===== src/rtl/text_pkg.sv =====
// rtl/text_pkg.sv - shared constants, letter codes and FSM state type for the text line scheduler
// Contents:
//   GLYPH_W_DEF, GLYPH_H_DEF, CHAR_PITCH_DEF : default glyph geometry
//   CODE_A..CODE_Z, CODE_BLANK               : character codes held in the string register file
//   state_t                                  : fetch sequencer states
//   code_is_blank()                          : codes above Z never touch the font ROM
package text_pkg;

    localparam int GLYPH_W_DEF    = 15;
    localparam int GLYPH_H_DEF    = 17;
    localparam int CHAR_PITCH_DEF = 18;

    localparam logic [4:0] CODE_A = 5'd0;
    localparam logic [4:0] CODE_B = 5'd1;
    localparam logic [4:0] CODE_C = 5'd2;
    localparam logic [4:0] CODE_D = 5'd3;
    localparam logic [4:0] CODE_E = 5'd4;
    localparam logic [4:0] CODE_F = 5'd5;
    localparam logic [4:0] CODE_G = 5'd6;
    localparam logic [4:0] CODE_H = 5'd7;
    localparam logic [4:0] CODE_I = 5'd8;
    localparam logic [4:0] CODE_J = 5'd9;
    localparam logic [4:0] CODE_K = 5'd10;
    localparam logic [4:0] CODE_L = 5'd11;
    localparam logic [4:0] CODE_M = 5'd12;
    localparam logic [4:0] CODE_N = 5'd13;
    localparam logic [4:0] CODE_O = 5'd14;
    localparam logic [4:0] CODE_P = 5'd15;
    localparam logic [4:0] CODE_Q = 5'd16;
    localparam logic [4:0] CODE_R = 5'd17;
    localparam logic [4:0] CODE_S = 5'd18;
    localparam logic [4:0] CODE_T = 5'd19;
    localparam logic [4:0] CODE_U = 5'd20;
    localparam logic [4:0] CODE_V = 5'd21;
    localparam logic [4:0] CODE_W = 5'd22;
    localparam logic [4:0] CODE_X = 5'd23;
    localparam logic [4:0] CODE_Y = 5'd24;
    localparam logic [4:0] CODE_Z = 5'd25;
    localparam logic [4:0] CODE_BLANK = 5'd31;

    typedef enum logic [1:0] {
        ST_IDLE,
        ST_FETCH,
        ST_DRAIN
    } state_t;

    function automatic logic code_is_blank(input logic [4:0] code);
        return code > CODE_Z;
    endfunction

endpackage


===== src/rtl/glyph_row_buffer.sv =====
// rtl/glyph_row_buffer.sv - one fetched glyph row per character slot for the current scanline
// Ports:
//   clk, rst_n : clock, asynchronous active-low reset (rows clear to 0)
//   wr_en, wr_idx, wr_data : capture port, indexed by fetch slot
//   rd_idx, rd_data        : combinational read by render character index (0 beyond MAX_CHARS)
module glyph_row_buffer #(
    parameter int MAX_CHARS = 24,
    parameter int GLYPH_W   = 15
) (
    input  logic               clk,
    input  logic               rst_n,
    input  logic               wr_en,
    input  logic [4:0]         wr_idx,
    input  logic [GLYPH_W-1:0] wr_data,
    input  logic [4:0]         rd_idx,
    output logic [GLYPH_W-1:0] rd_data
);

    logic [GLYPH_W-1:0] rows [MAX_CHARS];

    always_ff @(posedge clk or negedge rst_n) begin
        if (!rst_n) begin
            for (int i = 0; i < MAX_CHARS; i++) begin
                rows[i] <= '0;
            end
        end else if (wr_en && (wr_idx < 5'(MAX_CHARS))) begin
            rows[wr_idx] <= wr_data;
        end
    end

    // The render index free-runs outside the text box, so guard the read.
    assign rd_data = (rd_idx < 5'(MAX_CHARS)) ? rows[rd_idx] : '0;

endmodule


===== src/rtl/text_line_scheduler.sv =====
// rtl/text_line_scheduler.sv - fetches one glyph row per character per scanline and serialises it to pixels
// Optional feature macro: TEXT_BG_EN (fill clear glyph bits inside the box with BG_COLOR)
// Ports:
//   clk, rst_n                 : pixel clock, asynchronous active-low reset
//   hcount, vcount             : raster position, hcount advances once per clock
//   x, y, str_len              : text box origin and string length, sampled at line start
//   char_wr_en/idx/code        : string register file write port
//   rom_addr, rom_data         : font ROM port, data one cycle after address
//   busy                       : fetch or drain in progress
//   text_on, pixel             : registered overlay output, one cycle after its hcount
module text_line_scheduler
    import text_pkg::*;
#(
    parameter int          MAX_CHARS  = 24,
    parameter int          GLYPH_W    = GLYPH_W_DEF,
    parameter int          GLYPH_H    = GLYPH_H_DEF,
    parameter int          CHAR_PITCH = CHAR_PITCH_DEF,
    parameter logic [23:0] FG_COLOR   = 24'hFF0000,
    parameter logic [23:0] BG_COLOR   = 24'h000000
) (
    input  logic               clk,
    input  logic               rst_n,
    input  logic [10:0]        hcount,
    input  logic [9:0]         vcount,
    input  logic [10:0]        x,
    input  logic [9:0]         y,
    input  logic [4:0]         str_len,
    input  logic               char_wr_en,
    input  logic [4:0]         char_wr_idx,
    input  logic [4:0]         char_wr_code,
    output logic [8:0]         rom_addr,
    input  logic [GLYPH_W-1:0] rom_data,
    output logic               busy,
    output logic               text_on,
    output logic [23:0]        pixel
);

    localparam int ROW_W = $clog2(GLYPH_H);
    localparam int COL_W = $clog2(CHAR_PITCH);

    state_t state, state_next;

    logic [4:0]       codes [MAX_CHARS];
    logic [4:0]       snap  [MAX_CHARS];
    logic             hz_q;
    logic             line_start;
    logic [4:0]       len_clamped;
    logic [10:0]      vdiff;
    logic             row_hit;
    logic             qualify;

    logic [ROW_W-1:0] line_row;
    logic [10:0]      line_x;
    logic [4:0]       line_len;
    logic [11:0]      line_end;
    logic             line_valid;
    logic [4:0]       issue_idx;
    logic [4:0]       issue_code;
    logic             issue_blank;
    logic             cap_pending;
    logic [4:0]       cap_slot;
    logic             cap_blank;

    logic [4:0]         r_idx, cur_idx;
    logic [COL_W-1:0]   r_col, cur_col;
    logic [GLYPH_W-1:0] rd_data;
    logic [GLYPH_W-1:0] shifted;
    logic               glyph_bit;
    logic               in_range;

    // Reset treats the previous hcount as zero so that releasing reset while
    // hcount sits at 0 does not fake a line start.
    assign line_start  = (hcount == 11'd0) && !hz_q;
    assign len_clamped = (str_len > 5'(MAX_CHARS)) ? 5'(MAX_CHARS) : str_len;
    assign vdiff       = {1'b0, vcount} - {1'b0, y};
    assign row_hit     = (vcount >= y) && (vdiff < 11'(GLYPH_H));
    assign qualify     = line_start && row_hit && (len_clamped != 5'd0);

    always_ff @(posedge clk or negedge rst_n) begin
        if (!rst_n) begin
            for (int i = 0; i < MAX_CHARS; i++) begin
                codes[i] <= CODE_BLANK;
            end
        end else if (char_wr_en && (char_wr_idx < 5'(MAX_CHARS))) begin
            codes[char_wr_idx] <= char_wr_code;
        end
    end

    always_ff @(posedge clk or negedge rst_n) begin
        if (!rst_n) begin
            state <= ST_IDLE;
        end else begin
            state <= state_next;
        end
    end

    always_comb begin
        state_next = state;
        if (line_start) begin
            state_next = qualify ? ST_FETCH : ST_IDLE;
        end else begin
            case (state)
                ST_FETCH: if (issue_idx == line_len - 5'd1) state_next = ST_DRAIN;
                ST_DRAIN: state_next = ST_IDLE;
                default:  state_next = state;
            endcase
        end
    end

    assign busy = (state != ST_IDLE);

    always_comb begin
        issue_code  = snap[issue_idx];
        issue_blank = code_is_blank(issue_code);
        rom_addr    = '0;
        if (state == ST_FETCH && !issue_blank) begin
            rom_addr = 9'(issue_code) * 9'(GLYPH_H) + 9'(line_row);
        end
    end

    // Fetch datapath. Each issued slot is remembered for one cycle so that
    // the ROM word arriving next cycle lands in the right buffer row.
    always_ff @(posedge clk or negedge rst_n) begin
        if (!rst_n) begin
            hz_q        <= 1'b1;
            line_row    <= '0;
            line_x      <= '0;
            line_len    <= '0;
            line_end    <= '0;
            line_valid  <= 1'b0;
            issue_idx   <= '0;
            cap_pending <= 1'b0;
            cap_slot    <= '0;
            cap_blank   <= 1'b0;
            for (int i = 0; i < MAX_CHARS; i++) begin
                snap[i] <= CODE_BLANK;
            end
        end else begin
            hz_q        <= (hcount == 11'd0);
            cap_pending <= 1'b0;
            if (line_start) begin
                line_valid <= 1'b0;
                issue_idx  <= '0;
                if (qualify) begin
                    line_row <= vdiff[ROW_W-1:0];
                    line_x   <= x;
                    line_len <= len_clamped;
                    line_end <= 12'(x) + 12'(len_clamped) * 12'(CHAR_PITCH);
                    snap     <= codes;
                end
            end else begin
                if (state == ST_FETCH) begin
                    cap_pending <= 1'b1;
                    cap_slot    <= issue_idx;
                    cap_blank   <= issue_blank;
                    issue_idx   <= issue_idx + 5'd1;
                end
                if (state == ST_DRAIN) begin
                    line_valid <= 1'b1;
                end
            end
        end
    end

    glyph_row_buffer #(
        .MAX_CHARS (MAX_CHARS),
        .GLYPH_W   (GLYPH_W)
    ) u_rows (
        .clk     (clk),
        .rst_n   (rst_n),
        .wr_en   (cap_pending),
        .wr_idx  (cap_slot),
        .wr_data (cap_blank ? '0 : rom_data),
        .rd_idx  (cur_idx),
        .rd_data (rd_data)
    );

    // Character index and column step with hcount and restart at the box's
    // left edge, so no division by CHAR_PITCH is needed.
    assign cur_idx  = (hcount == line_x) ? 5'd0 : r_idx;
    assign cur_col  = (hcount == line_x) ? '0 : r_col;
    assign in_range = line_valid && (hcount >= line_x) && ({1'b0, hcount} < line_end);
    // Shifting left puts column col at the MSB; columns past the glyph width
    // shift every bit out and read as 0 (the gap between characters).
    assign shifted   = rd_data << cur_col;
    assign glyph_bit = (cur_col < COL_W'(GLYPH_W)) && shifted[GLYPH_W-1];

`ifndef TEXT_BG_EN
    logic bg_unused;
    assign bg_unused = ^BG_COLOR;
`endif

    always_ff @(posedge clk or negedge rst_n) begin
        if (!rst_n) begin
            r_idx   <= '0;
            r_col   <= '0;
            pixel   <= '0;
            text_on <= 1'b0;
        end else begin
            if (cur_col == COL_W'(CHAR_PITCH - 1)) begin
                r_col <= '0;
                r_idx <= cur_idx + 5'd1;
            end else begin
                r_col <= cur_col + COL_W'(1);
                r_idx <= cur_idx;
            end

            if (in_range && glyph_bit) begin
                pixel   <= FG_COLOR;
                text_on <= 1'b1;
            end
`ifdef TEXT_BG_EN
            else if (in_range) begin
                pixel   <= BG_COLOR;
                text_on <= 1'b1;
            end
`endif
            else begin
                pixel   <= '0;
                text_on <= 1'b0;
            end
        end
    end

endmodule

===== config.mk =====
export PLATFORM = sky130hd
export DESIGN_NAME = text_line_scheduler
export DESIGN_NICKNAME = d
export VERILOG_FILES = /design/src/rtl/text_pkg.sv /design/src/rtl/glyph_row_buffer.sv /design/src/rtl/text_line_scheduler.sv
export SDC_FILE = /design/constraint.sdc
export NUM_CORES = 1
export LEC_CHECK = 0
export CAP_MARGIN = 40
export CORE_UTILIZATION = 55
export CTS_CLUSTER_DIAMETER = 80
export CTS_CLUSTER_SIZE = 24
export DETAILED_ROUTE_END_ITERATION = 10
export PLACE_DENSITY_LB_ADDON = 0.1
export SKIP_LAST_GASP = 1
export SLEW_MARGIN = 15
export SYNTH_ARGS = -nofsm -noshare
export SYNTH_HDL_FRONTEND = slang
export SYNTH_SLANG_ARGS = --single-unit

===== constraint.sdc =====
create_clock -name clk -period 6.15 [get_ports clk]
set_clock_uncertainty 0.15 [all_clocks]
set_input_delay 1.23 -clock clk [delete_from_list [all_inputs] [get_ports clk]]
set_output_delay 1.23 -clock clk [all_outputs]
set_load 0.03 [all_outputs]

==> results of run 1 <==
-- metal layers --
| layer | track usage [%] | vias up | part of all wire [%] |
|---|---|---|---|
| met5 | 0 | - | 0 |
| met4 | 10.51 | 0 | 3.5 |
| met3 | 4.069 | 166 | 5.9 |
| met2 | 48.96 | 738 | 48 |
| met1 | 39.93 | 11356 | 42 |
| li1 | - | 10171 | - |
-- cell families after synthesis --
family,synth area share (%)
xor+xnor,0.9015
flops,52.60
other cells,0.01175
buf+inv,4.672
simple gates,9.650
fa+ha+maj,2.822
compound gates,13.11
mux,16.23
-- cell usage after synthesis (35+ instances only) --
master and count:
sky130_fd_sc_hd__nand2_1 464, sky130_fd_sc_hd__dfrtp_1 418, sky130_fd_sc_hd__o21ai_0 393, sky130_fd_sc_hd__dfstp_2 241, sky130_fd_sc_hd__mux2_2 208, sky130_fd_sc_hd__clkbuf_1 155
sky130_fd_sc_hd__a21oi_1 85, sky130_fd_sc_hd__inv_1 82, sky130_fd_sc_hd__nor2_1 75, sky130_fd_sc_hd__mux2i_1 72, sky130_fd_sc_hd__ha_1 64, sky130_fd_sc_hd__mux2_1 64
sky130_fd_sc_hd__mux4_2 62, sky130_fd_sc_hd__buf_4 35
-- stage by stage --
step / std cells / util, %
2_1_floorplan: 2897 / -
3_3_place_gp: 3566 / 58.53
3_5_place_dp: 3603 / 59.63
4_1_cts: 3678 / 62.17
5_1_grt: 3680 / 62.36
6_report: 3680 / 62.36
-- sequential cells by signal, summed over array words and instances, names as in the netlist --
name / count
snap: 120
line_end: 11
pixel: 1
codes: 120
r_col: 5
cap_slot: 5
line_row: 5
state: 2
issue_idx: 5
line_len: 5
cap_blank: 1
cap_pending: 1
line_x: 11
u_rows.rows: 360
r_idx: 5
line_valid: 1
hz_q: 1
-- worst max-delay path by stage --
| stage | from | end | slack, ns |
|---|---|---|---|
| global route | issue_idx[0] | rom_addr[8] | -0.10 |
| detailed placement | issue_idx[0] | rom_addr[8] | 0.26 |
| finish | issue_idx[0] | rom_addr[8] | 0.05 |
| global placement | issue_idx[0] | rom_addr[8] | 0.27 |
| floorplan | issue_idx[0] | rom_addr[8] | 0.28 |
| CTS | issue_idx[0] | rom_addr[8] | -0.003 |
-- worst max-delay path: stages, from the launching register on --
cell and delay [ns]:
sky130_fd_sc_hd__dfrtp_4 0.46, sky130_fd_sc_hd__buf_12 0.14, sky130_fd_sc_hd__mux4_2 0.51, sky130_fd_sc_hd__mux4_2 0.54
sky130_fd_sc_hd__mux2i_4 0.23, sky130_fd_sc_hd__inv_2 0.09, sky130_fd_sc_hd__ha_4 0.28, sky130_fd_sc_hd__ha_4 0.12
sky130_fd_sc_hd__inv_1 0.05, sky130_fd_sc_hd__fa_1 0.53, sky130_fd_sc_hd__inv_2 0.05, sky130_fd_sc_hd__ha_4 0.24
sky130_fd_sc_hd__o21ai_1 0.09, sky130_fd_sc_hd__nand2b_1 0.11, sky130_fd_sc_hd__a21oi_2 0.18, sky130_fd_sc_hd__nor2_2 0.07
sky130_fd_sc_hd__xnor2_2 0.13, sky130_fd_sc_hd__nor2_1 0.13, sky130_fd_sc_hd__buf_4 0.18
-- power breakdown --
| part | switching (W) | total (W) | internal [W] |
|---|---|---|---|
| clock network | 0.00151 | 0.00280 | 0.00129 |
| logic | 0.00117 | 0.00187 | 0.000700 |
| registers | 0.000182 | 0.00479 | 0.00460 |
-- repair_timing --
| action | CTS | global route |
|---|---|---|
| hold endpoints to repair | 0 | 0 |
| buffers inserted | 12 | 2 |
| setup endpoints to repair | 3 | 3 |
| gates cloned | 1 | 0 |
| pin swaps | 9 | 10 |
| resized for setup | 22 | 14 |
| hold buffers | 0 | 0 |
-- layout make-up --
class,instances,area share [%]
Clock buffer,46,2.829
Clock inverter,16,0.5544
Inverter,84,0.8899
Multi-Input combinational cell,1915,39.24
Sequential cell,659,47.43
Tap cell,756,2.670
Timing Repair Buffer,204,6.395
==> flow_metrics.tcl, run 1 <==
set metrics [dict create \
    outcome "finished clean" \
    clock-root-buffer "sky130_fd_sc_hd__clkbuf_16" \
    min_path_type "reg -> reg" \
    register_area_um2 16800 \
    synth.top_cells.by_area "sky130_fd_sc_hd__dfrtp_1 33%, sky130_fd_sc_hd__dfstp_2 20%, sky130_fd_sc_hd__mux2_2 7.3%" \
    core_area_um2 56820 \
    layout.filler_cells 4643 \
    grt_usage_pct 29.56 \
    dp.final_hpwl_um 60370 \
    fin_worst_hold_slack_ns 0.3321 \
    place.port_buffers 93 \
    detail_route.iter0.violations 1818 \
    number_of_antenna_violations_at_the_first_check_in_global_routing 0 \
    fin_total_pwr_w 0.009454 \
    critPathCaptureType "primary output" \
    fin_nets 3045 \
    final_number_of_hold_violating_endpoints 0 \
    worst_r2r_startpoint "line_x[5]" \
    number_of_global_route_vias_before_repair 22657 \
    final_min_period_over_clock_period_pct 99.20 \
    post_dp_area_um2 33880 \
    netlist_instances 2882 \
    clk_pin_slew_worst_paths_ns 0.10 \
    layout.cells.most_common "sky130_fd_sc_hd__nand2_1" \
    clock-sinks 659 \
    drv_cap 0 \
    drc_errors 0 \
    max_freq_mhz 163.9 \
    clkLatencyLatePin_ns 0.59 \
    die_width_um 242.9 \
    hold_depth 2 \
    place_worst_setup_slack_ns 0.2582 \
    drtPass1Iterations 7 \
    num_rows 87 \
    final_layout_size_suffix_gt1_share_pct 25.24 \
    multi_input_comb_area_um2 13900 \
    finalSetupViolations 0 \
    slew_headroom_pct 39.12 \
    antenna_cells_inserted 0 \
    commonest_non_fill_non_tap_cells_in_the_layout "464 x sky130_fd_sc_hd__nand2_1, 415 x sky130_fd_sc_hd__dfrtp_1, 392 x sky130_fd_sc_hd__o21ai_0" \
    initial_core_util_pct 56.18 \
    synth-edff-count 0 \
    ff2ff_setup_slack_ns 2.20 \
    detail_route.wl_per_cell_um 23.47 \
    layout.cell_area.non_filler_um2 35430 \
    postSynthRegisterBits 659 \
    synth_flop_cell "sky130_fd_sc_hd__dfrtp_1" \
    worst_hold_path.endpoint "u_rows.rows[256]" \
    maximum_buffer_depth_of_the_clock_tree 3 \
    floorplan.die_area_um2 59010 \
    ff2ff_path_depth 12 \
    syn2layout_area_growth_pct 10.99 \
    yosysWarningCount 0 \
    worst_ir_drop_vdd_mv 0.2146 \
    setup_slack_ns 0.04890 \
    asyncSetResetFlopFracSynth_pct 100.0 \
    critical_path_start_type "flip-flop" \
    cts_htree_levels 2 \
    setup-tns-final_ns 0 \
    worst_r2r_endpoint "pixel[22]" \
    syn_area_per_cell_um2 11.08 \
    critical_path.max_fanout 4 \
    timing.critical_path.arrival_ns 4.72 \
    areal_power_density_over_the_cells_nw_per_um2 266.8 \
    grt_setup_unrepaired "true" \
    cts_buffers 37 \
    report.final.slew_viol_count 0 \
    grt-ovfl-total 0 \
    avgViaCountPerCell 6.095 \
    gp_routability_congestion 0.9195 \
    grt_pass1_wl_um 134800 \
    synth_top_area_share_pct 32.77 \
    hold_path.startpoint "u_rows.rows[256]" \
    netlist.top_cell.by_area "sky130_fd_sc_hd__dfrtp_1" \
    crit_type "reg -> out" \
    post_route_ant_nets 0 \
    die_y_um 242.9 \
    mappedNetlistArea_um2 31920 \
    tritoncts_clock_tree "yes" \
    layout_min_cycle_time_ns 6.101 \
    synth_sequential_area_ratio_pct 52.60 \
    ys_types 93 \
    critical_path_required_ns 4.77 \
    dr_total_vias 22431 \
    leakagePower_nw 15.98 \
    grt_max_degree 162 \
    post_detailed_routing_wire_length_um 86360 \
    tightest_slew_ns 0.9132 \
    ios 110 \
]
Power figures use the tool's default switching activity.
==> run 2, diff against run 1 <==
--- a/config.mk
+++ b/config.mk
@@ -5,7 +5,7 @@
 export SDC_FILE = /design/constraint.sdc
 export NUM_CORES = 1
 export LEC_CHECK = 0
-export CAP_MARGIN = 40
+export CAP_MARGIN = 20
 export CORE_UTILIZATION = 55
 export CTS_CLUSTER_DIAMETER = 80
 export CTS_CLUSTER_SIZE = 24
==> constraint.sdc (replaced) <==
create_clock -name clk -period 6.15 [get_ports clk]
set_clock_uncertainty 0.15 [all_clocks]
set_input_delay 1.23 -clock clk [delete_from_list [all_inputs] [get_ports clk]]
set_output_delay 1.23 -clock clk [all_outputs]
set_load 0.005 [all_outputs]
==> flow_metrics.tcl, run 2 (synthesis gave the netlist of run 1 again) <==
set metrics [dict create \
    detail_route.wl_per_cell_um 23.42 \
    antenna_cells_inserted 0 \
    tritoncts_clock_tree "yes" \
    clkLatencyLatePin_ns 0.60 \
    number_of_antenna_violations_at_the_first_check_in_global_routing 1 \
    post_route_ant_nets 0 \
    core_area_um2 56820 \
    leakagePower_nw 15.73 \
    reg_top3 "u_rows.rows x360, codes x120, snap x120" \
    fin_worst_hold_slack_ns 0.3319 \
    fin_nets 3018 \
    grt.busiest_layer "met2" \
    post_dp_area_um2 33330 \
    ff2ff_path_depth 11 \
    grt_max_degree 148 \
    drv_cap 0 \
    max_freq_mhz 165.7 \
    cts_htree_levels 2 \
    worst_hold_path.endpoint "u_rows.rows[38]" \
    worst_r2r_endpoint "pixel[22]" \
    layout.cell_area.non_filler_um2 34830 \
    report.final.slew_viol_count 0 \
    worst_r2r_startpoint "line_x[7]" \
    ios 110 \
    num_rows 87 \
    final_min_period_over_clock_period_pct 98.13 \
    final_number_of_hold_violating_endpoints 0 \
    globalRouteMet1Util_pct 41.79 \
    slew_headroom_pct 24.45 \
    number_of_global_route_vias_before_repair 22177 \
    post_detailed_routing_wire_length_um 85540 \
    critical_path_required_ns 4.77 \
    tightest_slew_ns 1.133 \
    worst_ir_drop_vdd_mv 0.3222 \
    finalSetupViolations 0 \
    layout_min_cycle_time_ns 6.035 \
    floorplan.die_area_um2 59010 \
    dr_total_vias 22282 \
    hold_depth 2 \
    gp_routability_congestion 0.9297 \
    drtPass1Iterations 5 \
    clock-sinks 659 \
    grt-ovfl-total 0 \
    syn2layout_area_growth_pct 9.101 \
    drc_errors 0 \
    grt_pass1_wl_um 134100 \
    register_area_um2 16800 \
    grt_setup_unrepaired "true" \
    commonest_non_fill_non_tap_cells_in_the_layout "464 x sky130_fd_sc_hd__nand2_1, 415 x sky130_fd_sc_hd__dfrtp_1, 392 x sky130_fd_sc_hd__o21ai_0" \
    grt_usage_pct 29.35 \
    hold_path.startpoint "u_rows.rows[38]" \
    layout.filler_cells 4750 \
    critical_path.max_fanout 7 \
    die_y_um 242.9 \
    detail_route.iter0.violations 1912 \
    place.port_buffers 93 \
    layout.cells.most_common "sky130_fd_sc_hd__nand2_1" \
    dp.final_hpwl_um 56900 \
    maximum_buffer_depth_of_the_clock_tree 3 \
    grt_util_met3_pct 2.963 \
    crit_type "reg -> out" \
    min_path_type "reg -> reg" \
    critPathCaptureType "primary output" \
    outcome "finished clean" \
    globalRouteMet2Util_pct 46.87 \
    critical_path_start_type "flip-flop" \
    avgViaCountPerCell 6.100 \
    initial_core_util_pct 56.18 \
    clk_pin_slew_worst_paths_ns 0.10 \
    ff2ff_setup_slack_ns 2.03 \
    final_layout_size_suffix_gt1_share_pct 23.78 \
    multi_input_comb_area_um2 13780 \
    largest_register_ffs 360 \
    finish.utilization_pct 61.29 \
    top_register "u_rows.rows" \
    areal_power_density_over_the_cells_nw_per_um2 267.7 \
    die_width_um 242.9 \
    timing.critical_path.arrival_ns 4.65 \
    cts_buffers 37 \
    clock-root-buffer "sky130_fd_sc_hd__clkbuf_16" \
]
==> run 2: cell types whose count changed in the layout (fill, tap and decap cells not counted), moves of 7 or more <==
cell | previous run | this run
sky130_fd_sc_hd__ha_4 | 12 | 1
sky130_fd_sc_hd__buf_8 | 25 | 9
sky130_fd_sc_hd__buf_16 | 9 | 2
sky130_fd_sc_hd__buf_4 | 66 | 58
sky130_fd_sc_hd__ha_1 | 52 | 63
==> run 2: layer usage <==
| layer | part of all wire, % | vias up | routed length [um] |
|---|---|---|---|
| li1 | - | 10115 | - |
| met1 | 44 | 11306 | 37250 |
| met2 | 47 | 688 | 40530 |
| met3 | 5.4 | 173 | 4588 |
| met4 | 3.7 | 0 | 3165 |
| met5 | 0 | - | 0 |
==> run 2: final cells by class <==
class / count / area share (%)
clock buffer: 50 / 2.856
clock inverter: 12 / 0.4742
inverter: 84 / 0.9053
multi-input combinational: 1915 / 39.57
sequential: 659 / 48.24
tap: 756 / 2.716
timing repair buffer: 177 / 5.238
==> run 2: metrics by stage <==
stage          power, W  cells  worst slack (ns)  setup TNS [ns]
2_1_floorplan  0.005914   2897            0.5855               0
3_3_place_gp   0.006581   3571           0.07659               0
3_5_place_dp   0.006610   3571            0.1076               0
4_1_cts        0.009339   3636           -0.1294         -0.2530
5_1_grt        0.009646   3653          -0.02590        -0.02590
6_report       0.009324   3653            0.1152               0
==> run 2: how the worst max path moves through the flow <==
| stage | startpoint | to | slack [ns] | cells past startpoint |
|---|---|---|---|---|
| after global placement | issue_idx[0] | rom_addr[8] | 0.08 | 17 |
| after detailed placement | issue_idx[0] | rom_addr[8] | 0.11 | 17 |
| after floorplan | issue_idx[0] | rom_addr[8] | 0.59 | 16 |
| after global routing | issue_idx[0] | rom_addr[8] | -0.03 | 17 |
| final | issue_idx[0] | rom_addr[8] | 0.12 | 17 |
| after CTS | issue_idx[0] | rom_addr[8] | -0.13 | 17 |
==> run 2: where the power goes <==
group | switching (W) | leakage [nW] | internal (W)
clock network | 0.00152 | 0.558 | 0.00123
logic | 0.00106 | 8.86 | 0.000671
registers | 0.000241 | 6.32 | 0.00460
==> run 2: timing repair <==
action | 4_1_cts | 5_1_grt
hold buffers | 0 | 0
endpoints found under the hold margin | 0 | 0
buffers inserted | 3 | 6
cloned | 0 | 1
setup endpoints to repair | 4 | 3
resized for setup | 7 | 21
pin swaps | 0 | 1
==> run 2: worst max-delay path, stage by stage, from the launching register on <==
cell and delay [ns]:
sky130_fd_sc_hd__dfrtp_2 0.44, sky130_fd_sc_hd__buf_12 0.16, sky130_fd_sc_hd__buf_6 0.15, sky130_fd_sc_hd__buf_4 0.12
sky130_fd_sc_hd__mux4_2 0.51, sky130_fd_sc_hd__mux4_2 0.52, sky130_fd_sc_hd__mux2_4 0.32, sky130_fd_sc_hd__ha_1 0.28
sky130_fd_sc_hd__ha_1 0.27, sky130_fd_sc_hd__ha_1 0.31, sky130_fd_sc_hd__nor2b_2 0.17, sky130_fd_sc_hd__o21ai_1 0.11
sky130_fd_sc_hd__nand2b_1 0.10, sky130_fd_sc_hd__a21oi_1 0.16, sky130_fd_sc_hd__nor2_1 0.06, sky130_fd_sc_hd__xnor2_1 0.13
sky130_fd_sc_hd__nor2_1 0.12, sky130_fd_sc_hd__clkbuf_2 0.14
==> run 3, diff against run 2 <==
==> constraint.sdc (replaced) <==
create_clock -name clk -period 7.2 [get_ports clk]
set_clock_uncertainty 0.15 [all_clocks]
set_input_delay 1.44 -clock clk [delete_from_list [all_inputs] [get_ports clk]]
set_output_delay 1.44 -clock clk [all_outputs]
set_load 0.005 [all_outputs]
==> flow_metrics.tcl, run 3 (synthesis gave the netlist of run 1 again) <==
set metrics [dict create \
    layout.cells.most_common "sky130_fd_sc_hd__nand2_1" \
    routed-wl-met2_um 40120 \
    drv_cap 0 \
    drc_errors 0 \
    gp_routability_congestion 0.9214 \
    timing.critical_path.cells "buf_12, mux4_2, mux4_2, mux2i_2, inv_1, ha_1, ha_1, ha_1, ha_1, nor2b_1, o21ai_0, nand2b_1, a21oi_1, nor2_1, xnor2_1, nor2_1, clkdlybuf4s50_1" \
    finalSetupViolations 0 \
    critical_path_required_ns 5.61 \
    outcome "finished clean" \
    maximum_buffer_depth_of_the_clock_tree 3 \
    timing.critical_path.slowest_stage_cell "sky130_fd_sc_hd__mux4_2" \
    die_y_um 242.9 \
    timing.critical_path.arrival_ns 5.37 \
    worst_r2r_endpoint "pixel[22]" \
    detail_route.iter0.violations 1861 \
    final_layout_size_suffix_gt1_share_pct 22.83 \
    floorplan.die_area_um2 59010 \
    areal_power_density_over_the_cells_nw_per_um2 231.2 \
    crit_type "reg -> out" \
    cellInternalPower_w 0.005582 \
    critical_path.max_stage_delay_ns 0.53 \
    hold_depth 2 \
    dp.final_hpwl_um 55950 \
    ios 110 \
    holdBufCountCts 0 \
    die_width_um 242.9 \
    p_sw_share_pct 30.00 \
    reg_top3 "u_rows.rows x360, codes x120, snap x120" \
    grt_pass1_wl_um 132800 \
    final_min_period_over_clock_period_pct 96.73 \
    grt_setup_unrepaired "false" \
    grt_usage_pct 29.05 \
    drtPass1Iterations 5 \
    post_detailed_routing_wire_length_um 84350 \
    dr_total_vias 21982 \
    initial_core_util_pct 56.18 \
    fin_cells 3625 \
    tritoncts_clock_tree "yes" \
    clk_pin_slew_worst_paths_ns 0.09 \
    placedCellCount 3551 \
    total_switching_power_w 0.002393 \
    syn2layout_area_growth_pct 8.051 \
    cts_buffers 37 \
    met3WireLength_um 4773 \
    number_of_antenna_violations_at_the_first_check_in_global_routing 0 \
    grt_max_degree 175 \
    post_dp_area_um2 33100 \
    routed.top_layer "met4" \
    report.final.slew_viol_count 0 \
    core_area_um2 56820 \
    critPathCaptureType "primary output" \
    worst_hold_path.endpoint "u_rows.rows[281]" \
    clock-sinks 659 \
    critical_path_start_type "flip-flop" \
    antenna_cells_inserted 0 \
    setup-tns-final_ns 0 \
    layout.cell_area.non_filler_um2 34490 \
    fin_nets 2989 \
    worst_r2r_startpoint "line_x[5]" \
    finish.utilization_pct 60.70 \
    max_freq_mhz 143.6 \
    detail_route.wl_per_cell_um 23.27 \
    worst_ir_drop_vdd_mv 0.2612 \
    cts_htree_levels 2 \
    grt-ovfl-total 0 \
    post_route_ant_nets 0 \
    clkLatencyLatePin_ns 0.60 \
    seqPwrFrac_pct 51.4 \
    combinationalPowerShare_pct 18.5 \
    ff2ff_setup_slack_ns 2.81 \
    leakagePower_nw 15.56 \
    avgViaCountPerCell 6.064 \
    clock-root-buffer "sky130_fd_sc_hd__clkbuf_16" \
    min_path_type "reg -> reg" \
    hold_path.startpoint "u_rows.rows[281]" \
    largest_register_ffs 360 \
    setup_slack_ns 0.2353 \
    worst_path_most_repeated_cell "sky130_fd_sc_hd__ha_1" \
    power_frac_clock_pct 30.1 \
    layout_min_cycle_time_ns 6.965 \
    final_number_of_hold_violating_endpoints 0 \
    slew_headroom_pct 25.48 \
    ff2ff_path_depth 12 \
    place.port_buffers 93 \
    num_rows 87 \
    top_register "u_rows.rows" \
    critical_path.max_fanout 10 \
    tightest_slew_ns 1.114 \
    number_of_global_route_vias_before_repair 22045 \
    commonest_non_fill_non_tap_cells_in_the_layout "464 x sky130_fd_sc_hd__nand2_1, 415 x sky130_fd_sc_hd__dfrtp_1, 393 x sky130_fd_sc_hd__o21ai_0" \
    place_worst_setup_slack_ns 0.5344 \
    m1WireLength_um 36510 \
]
-- run 3: cell types whose count changed in the layout (fill, tap and decap cells not counted), moves of 3 or more --
cell | before | now
sky130_fd_sc_hd__buf_4 | 58 | 39
sky130_fd_sc_hd__buf_12 | 11 | 6
sky130_fd_sc_hd__buf_6 | 4 | 1
sky130_fd_sc_hd__clkdlybuf4s50_1 | 88 | 91
sky130_fd_sc_hd__clkinv_8 | 4 | 1
sky130_fd_sc_hd__inv_12 | 0 | 3
-- run 3: critical path: cells and delay by family, from the launching register on --
kind                       cells  cell delay [ns]
muxes                          3             1.31
adders and majority gates      4             1.21
buffers and inverters          3             0.79
and+or+nand+nor                4             0.50
DFF                            1             0.45
AOI/OAI and AO/OA              2             0.35
xor gates and xnor gates       1             0.16
-- run 3: cell type report --
type,count,area [um^2]
multi-input combinational,1915,13740
tap,756,945.9
clock inverter,15,190.2
sequential,659,16800
inverter,84,315.3
clock buffer,48,1010
fill,4719,22330
timing repair buffer,148,1493
-- run 3: worst max-delay path by stage --
| stage | startpoint | to | slack [ns] |
|---|---|---|---|
| floorplan | issue_idx[0] | rom_addr[8] | 1.43 |
| global placement | issue_idx[0] | rom_addr[8] | 0.67 |
| detailed placement | issue_idx[0] | rom_addr[8] | 0.53 |
| CTS | issue_idx[0] | rom_addr[8] | 0.03 |
| global route | issue_idx[0] | rom_addr[8] | 0.06 |
| finish | issue_idx[0] | rom_addr[8] | 0.24 |
-- run 3: layer usage --
layer  up-vias  GRT usage (%)
met4         0          10.12
met3       150          3.936
met2       670          47.07
met1     11116          40.31
li1      10046              -
met5         -              0
-- run 3: metrics by stage --
stage | total power (W) | hold slack, ns
detailed placement | 0.005612 | 0.3146
floorplan | 0.005051 | 0.2913
global placement | 0.005586 | 0.3036
finish | 0.007975 | 0.3293
CTS | 0.008005 | 0.3355
global route | 0.008254 | 0.3539
-- run 3: power groups by stage --
stage | clock [W] | sequential (W) | combinational, W
global route | 0.00257 | 0.00412 | 0.00156
CTS | 0.00245 | 0.00410 | 0.00145
floorplan | 0 | 0.00405 | 0.00100
detailed placement | 0 | 0.00416 | 0.00145
finish | 0.00240 | 0.00410 | 0.00147
global placement | 0 | 0.00416 | 0.00143
-- run 3: timing repair --
| action | in CTS | in global routing |
|---|---|---|
| resized for setup | 2 | 4 |
| buffers inserted | 0 | 3 |
| hold endpoints to repair | 0 | 0 |
| setup endpoints to repair | 1 | 1 |
